[config.mk]
export PLATFORM = sky130hd
export DESIGN_NAME = tile_writeback
export DESIGN_NICKNAME = d
export VERILOG_FILES = /design/src/rtl/tile_writeback_pkg.sv /design/src/rtl/pixel_address.sv /design/src/rtl/tile_writeback.sv
export SDC_FILE = /design/constraint.sdc
export NUM_CORES = 1
export LEC_CHECK = 0
export ABC_CLOCK_PERIOD_IN_PS = 9300
export CAP_MARGIN = 20
export CORE_MARGIN = 1
export CORE_UTILIZATION = 30
export DETAILED_ROUTE_END_ITERATION = 6
export GPL_TIMING_DRIVEN = 0
export MAX_ROUTING_LAYER = met4
export PLACE_DENSITY = 0.51
export SLEW_MARGIN = 20
export SYNTH_ARGS = -nofsm -noshare
export SYNTH_HDL_FRONTEND = slang
export SYNTH_HIERARCHICAL = 1
export SYNTH_SLANG_ARGS = --single-unit
[constraint.sdc]
create_clock -name i_clock -period 9.3 [get_ports i_clock]
set_clock_uncertainty 0.1 [all_clocks]
set_input_delay 1.86 -clock i_clock [delete_from_list [all_inputs] [get_ports i_clock]]
set_output_delay 1.86 -clock i_clock [all_outputs]
set_load 0.02 [all_outputs]
[src/rtl/tile_writeback_pkg.sv]
// -----------------------------------------------------------------------------
// tile_writeback_pkg
//   Shared types for the tile writeback slice.
//   - color_rgb_t     : 24-bit pixel colour as produced by the SPUs (r in MSBs)
//   - wb_state_t      : writeback sequencer states
//   - BYTES_PER_PIXEL : back-buffer pixel stride in bytes (packed RGB)
// -----------------------------------------------------------------------------
package tile_writeback_pkg;

  localparam int unsigned BYTES_PER_PIXEL = 3;

  typedef struct packed {
    logic [7:0] r;
    logic [7:0] g;
    logic [7:0] b;
  } color_rgb_t;

  typedef enum logic [2:0] {
    ST_IDLE    = 3'd0,
    ST_REQUEST = 3'd1,
    ST_LATCH   = 3'd2,
    ST_WRITE_R = 3'd3,
    ST_WRITE_G = 3'd4,
    ST_WRITE_B = 3'd5,
    ST_DONE    = 3'd6
  } wb_state_t;

endpackage : tile_writeback_pkg

[src/rtl/pixel_address.sv]
// -----------------------------------------------------------------------------
// pixel_address
//   Combinational back-buffer byte address of the red byte of a screen pixel:
//     address = base + BYTES_PER_PIXEL * (screen_y * SCREEN_WIDTH + screen_x)
//   All arithmetic is 32 bits and wraps modulo 2^32.
// Ports:
//   base     in  32  back-buffer byte base address
//   screen_x in  32  screen column
//   screen_y in  32  screen row
//   address  out 32  byte address of the pixel's red component
// -----------------------------------------------------------------------------
module pixel_address
  import tile_writeback_pkg::*;
#(
  parameter int unsigned SCREEN_WIDTH = 640
) (
  input  logic [31:0] base,
  input  logic [31:0] screen_x,
  input  logic [31:0] screen_y,
  output logic [31:0] address
);

  logic [31:0] linear;

  // NOTE: every signal assigned in an always_comb gets a value on every path
  // (here unconditionally); a path that leaves one unassigned infers a latch.
  always_comb begin
    linear  = screen_y * 32'(SCREEN_WIDTH) + screen_x;
    address = base + linear * 32'(BYTES_PER_PIXEL);
  end

endmodule : pixel_address

[src/rtl/tile_writeback.sv]
// -----------------------------------------------------------------------------
// tile_writeback
//   Walks the 2x2 group of SPU tiles (0x0, 1x0, 0x1, 1x1), asks the SPUs for
//   each pixel colour and writes it to the back buffer as three byte writes
//   (r, g, b). Pixels falling outside the screen are fetched but not written.
// Ports:
//   i_clock            in   1  rising-edge clock
//   i_reset_n          in   1  asynchronous active-low reset
//   i_enable           in   1  global stall; low freezes all state and outputs
//   i_start            in   1  start request, honoured only in Idle
//   i_back_base        in  32  back-buffer byte base, sampled on start
//   i_tile_x/i_tile_y  in  10  screen origin of tile 0x0, sampled on start
//   o_get_color        out  1  colour request strobe to the SPUs
//   o_x/o_y            out  clog2(TILE_SIZE)  in-tile pixel coordinate
//   i_tile*_color      in  24  SPU colour results, valid one cycle after request
//   o_mem_write        out  1  byte write request
//   o_mem_address      out 32  byte address
//   o_mem_data         out  8  byte data
//   i_mem_valid        in   1  write accepted (sampled in write states only)
//   o_busy             out  1  writeback in progress
//   o_done             out  1  single-cycle completion pulse
// TILE_SIZE must be at least 2.
// -----------------------------------------------------------------------------
module tile_writeback
  import tile_writeback_pkg::*;
#(
  parameter int unsigned TILE_SIZE     = 10,
  parameter int unsigned SCREEN_WIDTH  = 640,
  parameter int unsigned SCREEN_HEIGHT = 480
) (
  input  logic                         i_clock,
  input  logic                         i_reset_n,
  input  logic                         i_enable,
  input  logic                         i_start,
  input  logic [31:0]                  i_back_base,
  input  logic [9:0]                   i_tile_x,
  input  logic [9:0]                   i_tile_y,
  output logic                         o_get_color,
  output logic [$clog2(TILE_SIZE)-1:0] o_x,
  output logic [$clog2(TILE_SIZE)-1:0] o_y,
  input  color_rgb_t                   i_tile0x0_color,
  input  color_rgb_t                   i_tile1x0_color,
  input  color_rgb_t                   i_tile0x1_color,
  input  color_rgb_t                   i_tile1x1_color,
  output logic                         o_mem_write,
  output logic [31:0]                  o_mem_address,
  output logic [7:0]                   o_mem_data,
  input  logic                         i_mem_valid,
  output logic                         o_busy,
  output logic                         o_done
);

  localparam int unsigned CW = $clog2(TILE_SIZE);
  localparam logic [CW-1:0] LAST_COORD = CW'(TILE_SIZE - 1);

  wb_state_t   state;
  logic [31:0] base_q;
  logic [9:0]  tile_x_q;
  logic [9:0]  tile_y_q;
  logic [1:0]  tile_idx;   // bit 0: x tile, bit 1: y tile
  logic [CW-1:0] x_q;
  logic [CW-1:0] y_q;
  color_rgb_t  color_q;

  // Current pixel in screen space and the bookkeeping for the next pixel.
  logic [31:0]   off_x, off_y;
  logic [31:0]   screen_x, screen_y;
  logic [31:0]   pix_addr;
  logic          in_screen;
  color_rgb_t    sel_color;
  logic          last_x, last_y, last_pixel;
  logic [CW-1:0] next_x, next_y;
  logic [1:0]    next_tile;
  logic          advance;

  assign o_x = x_q;
  assign o_y = y_q;

  always_comb begin
    off_x     = tile_idx[0] ? 32'(TILE_SIZE) : 32'd0;
    off_y     = tile_idx[1] ? 32'(TILE_SIZE) : 32'd0;
    screen_x  = 32'(tile_x_q) + off_x + 32'(x_q);
    screen_y  = 32'(tile_y_q) + off_y + 32'(y_q);
    in_screen = (screen_x < 32'(SCREEN_WIDTH)) && (screen_y < 32'(SCREEN_HEIGHT));

    case (tile_idx)
      2'd0:    sel_color = i_tile0x0_color;
      2'd1:    sel_color = i_tile1x0_color;
      2'd2:    sel_color = i_tile0x1_color;
      default: sel_color = i_tile1x1_color;
    endcase

    last_x     = (x_q == LAST_COORD);
    last_y     = (y_q == LAST_COORD);
    last_pixel = last_x && last_y && (tile_idx == 2'd3);
    next_x     = last_x ? '0 : x_q + CW'(1);
    next_y     = last_x ? (last_y ? '0 : y_q + CW'(1)) : y_q;
    next_tile  = (last_x && last_y) ? tile_idx + 2'd1 : tile_idx;

    // A pixel is finished after its blue byte is accepted, or straight after
    // Latch when it lies off screen.
    advance = ((state == ST_LATCH) && !in_screen) ||
              ((state == ST_WRITE_B) && i_mem_valid);
  end

  pixel_address #(
    .SCREEN_WIDTH(SCREEN_WIDTH)
  ) u_pixel_address (
    .base     (base_q),
    .screen_x (screen_x),
    .screen_y (screen_y),
    .address  (pix_addr)
  );

  // NOTE: sequential state is updated with non-blocking assignments only, so
  // every register samples the pre-edge values of the others.
  always_ff @(posedge i_clock or negedge i_reset_n) begin
    if (!i_reset_n) begin
      // NOTE: the datapath registers (latched colour, counters, sampled
      // inputs) are reset too, so a restart never sees stale values.
      state         <= ST_IDLE;
      base_q        <= '0;
      tile_x_q      <= '0;
      tile_y_q      <= '0;
      tile_idx      <= '0;
      x_q           <= '0;
      y_q           <= '0;
      color_q       <= '0;
      o_get_color   <= 1'b0;
      o_mem_write   <= 1'b0;
      o_mem_address <= '0;
      o_mem_data    <= '0;
      o_busy        <= 1'b0;
      o_done        <= 1'b0;
    end else if (i_enable) begin
      case (state)
        ST_IDLE: begin
          if (i_start) begin
            base_q      <= i_back_base;
            tile_x_q    <= i_tile_x;
            tile_y_q    <= i_tile_y;
            tile_idx    <= '0;
            x_q         <= '0;
            y_q         <= '0;
            o_busy      <= 1'b1;
            o_get_color <= 1'b1;
            state       <= ST_REQUEST;
          end
        end

        ST_REQUEST: begin
          o_get_color <= 1'b0;
          state       <= ST_LATCH;
        end

        ST_LATCH: begin
          if (in_screen) begin
            color_q       <= sel_color;
            o_mem_write   <= 1'b1;
            o_mem_address <= pix_addr;
            o_mem_data    <= sel_color.r;
            state         <= ST_WRITE_R;
          end
        end

        // Address and data only move on the cycle after the bus accepts.
        ST_WRITE_R: begin
          if (i_mem_valid) begin
            o_mem_address <= o_mem_address + 32'd1;
            o_mem_data    <= color_q.g;
            state         <= ST_WRITE_G;
          end else begin
            o_mem_data    <= color_q.r;
          end
        end

        ST_WRITE_G: begin
          if (i_mem_valid) begin
            o_mem_address <= o_mem_address + 32'd1;
            o_mem_data    <= color_q.b;
            state         <= ST_WRITE_B;
          end else begin
            o_mem_data    <= color_q.g;
          end
        end

        ST_WRITE_B: begin
          if (i_mem_valid) begin
            o_mem_write <= 1'b0;
          end else begin
            o_mem_data  <= color_q.b;
          end
        end

        ST_DONE: begin
          o_done <= 1'b0;
          o_busy <= 1'b0;
          state  <= ST_IDLE;
        end

        default: state <= ST_IDLE;
      endcase

      if (advance) begin
        x_q      <= next_x;
        y_q      <= next_y;
        tile_idx <= next_tile;
        if (last_pixel) begin
          o_done <= 1'b1;
          state  <= ST_DONE;
        end else begin
          o_get_color <= 1'b1;
          state       <= ST_REQUEST;
        end
      end
    end
  end

endmodule : tile_writeback

==> flow_summary.toml <==
[setup_path]
cp-end-kind = "flip-flop"
max_stage_delay_ns = 0.50
cp-startpoint = "tile_idx[1]"
cp.required_ns = 9.53
start_kind = "flip-flop"
critical_path_arrival_ns = 8.99
critPathSlowestCell = "fa_1"
timing.rr.start = "tile_idx[1]"
critPathKind = "reg -> reg"
crit_path_max_fanout = 6
ff2ff_path_depth = 39
path_common_cell = "ha_1"

[global_routing]
antenna_found_initial = 0
grt_usage = 0.191
grt-ovfl-total = 0
grt_pass1_wl_um = 64100
grt_pass1_vias = 11681
grt_max_degree = 93

[synthesis]
postSynthCellCount = 1417
synth_ff_type = "dfrtp_1"
yosysWarnings = 6
yosys-top-cells-area = "dfrtp_1 (26%), ha_1 (12%), fa_1 (5.7%), mux2_2 (5.3%), a21oi_1 (5.0%)"
synth_top_area_frac = 0.258
synth_edf_count = 0
yosys.area.top_type = "dfrtp_1"
syn-cell-area_sq_mm = 0.0129
synth.distinct_cells = 92
async_flop_share = 1.00
syn_area_per_cell_sq_um = 9.11
ys_seq_area_frac = 0.258
synth-seq-cells = 133

[layout]
post-route-util = 0.390
nFillCells = 4291
final_common_cell = "clkdlybuf4s50_1"
seq_area_sq_mm = 0.00333
multi_input_area_sq_mm = 0.00917
syn_to_final_growth_pct = 27.7
drive_gt1_frac = 0.0940
diodes = 0
final_cell_mix = "clkdlybuf4s50_1 (202), dfrtp_1 (132), a21oi_1 (129)"
nets = 2004
stdcell_area_sq_mm = 0.0165

[floorplanning]
core_sq_mm = 0.0422
dieWidth_um = 209
die-area_sq_mm = 0.0439
rows = 75
ios = 205
fp.dieH_um = 209
initial_utilization = 0.306

[place]
gp_congestion = 0.889
dp_hpwl_um = 32300
io_buffers = 203
place_area_sq_mm = 0.0158

[cts]
clk_pin_slew_ns = 0.07
cts_tree = "built"
cts_buffers = 17
clock_sinks = 133
clock_path_buffers = 2
worstSkewPairLatency_ns = 0.44
htreeDepth = 4
ctsRootBufferMaster = "clkbuf_16"
postCtsSetupBuffers = 0

[sta]
fmax_ghz = 0.114
post-route-min-period_ns = 8.76
report.final.slew_viol_count = 0
holdWs_ns = 0.381
setup_tns_ns = 0
tightest_slew_ns = 0.846
rsz0062_at_grt = "no"
period_share = 0.942
setup_viol_count_final = 0
slew_headroom = 0.434
timing_hold_violations_final = 0

[drt]
drc_errors = 0
routedWlPerCell_um = 18.0
ant_nets = 0
drt_iter0_markers = 723
via_per_inst = 5.24
vias = 11751
totalWireLength_um = 40400
firstDrtPassIters = 5

[hold_path]
hp-class = "reg -> reg"
worstHoldStart = "o_done"
hold-path-cell-count = 2

[run]
cap_violations = 0

[outcome]
status = "finished, final reports clean"
-- routing by layer --
layer,GRT usage,share of wire
met1,0.254,0.48
met2,0.309,0.46
met3,0.0263,0.042
met4,0.0413,0.010
met5,-,0
-- cells in the mapped netlist, types with 25 or more instances --
cell type  count
dfrtp_1      133
inv_1         85
ha_1         125
mux2_2        61
a21oi_1      129
nand3_1       52
nor2_1       103
a21o_1        35
xnor2_1       63
nand2_1       88
xor2_1        25
o21ai_0       34
clkbuf_1      42
fa_1          37
-- logic make-up after synthesis --
kind of cell | count (synthesis) | share of synthesized area
DFF | 133 | 0.258
and+or+nand+nor | 357 | 0.132
xor gates and xnor gates | 88 | 0.0597
buffers and inverters | 149 | 0.0484
muxes | 80 | 0.0709
AOI/OAI and AO/OA | 447 | 0.252
other | 1 | 0.000291
adders and majority gates | 162 | 0.179
-- worst max-delay path, delay by kind of cell (launching register included) --
| kind | cells | cell delay (ns) |
|---|---|---|
| AOI/OAI and AO/OA | 12 | 2.20 |
| buffers and inverters | 2 | 0.19 |
| adders and majority gates | 8 | 2.95 |
| and+or+nand+nor | 10 | 1.59 |
| xor gates and xnor gates | 7 | 1.19 |
| DFF | 1 | 0.45 |
-- what timing repair did --
item / in CTS / in global routing
hold buffers: 0 / 0
endpoints found under the setup margin: 0 / 2
resized for setup: 0 / 6
-- registers in the layout, indices dropped and copies added, names as in the netlist --
signal	count
o_mem_address	32
o_mem_write	1
state	3
o_busy	1
o_mem_data	8
o_x	4
o_done	1
o_y	4
color_q	24
tile_idx	2
o_get_color	1
tile_x_q	10
base_q	32
tile_y_q	10
-- layout make-up --
type / instances / share of cell area
clock buffer: 19 / 0.0275
tap: 539 / 0.0409
timing repair buffer: 204 / 0.125
sequential: 133 / 0.202
buffer: 64 / 0.0185
inverter: 85 / 0.0194
multi-input combinational: 1184 / 0.557
clock inverter: 13 / 0.00980
-- path summary, 6_finish.rpt --
kind | endpoint | slack, ns
hold reg to reg | o_done | 0.38
max in group asynchronous | tile_idx[1] | 7.04
setup reg to reg | o_mem_address[31] | 0.54
hold / removal | o_done | 0.38
setup / recovery | o_mem_address[31] | 0.54
min in group asynchronous | o_mem_address[22] | 1.22
-- stage by stage --
stage / setup WS [ns] / cells
6_report: 0.537 / 2241
5_1_grt: 0.00696 / 2241
4_1_cts: 0.0707 / 2241
3_5_place_dp: 0.109 / 2209
3_3_place_gp: 0.176 / 2208
2_1_floorplan: 1.35 / 1466
Power is not shown: default switching activity piles up to over one toggle a cycle in this logic, so the estimate is an artifact.
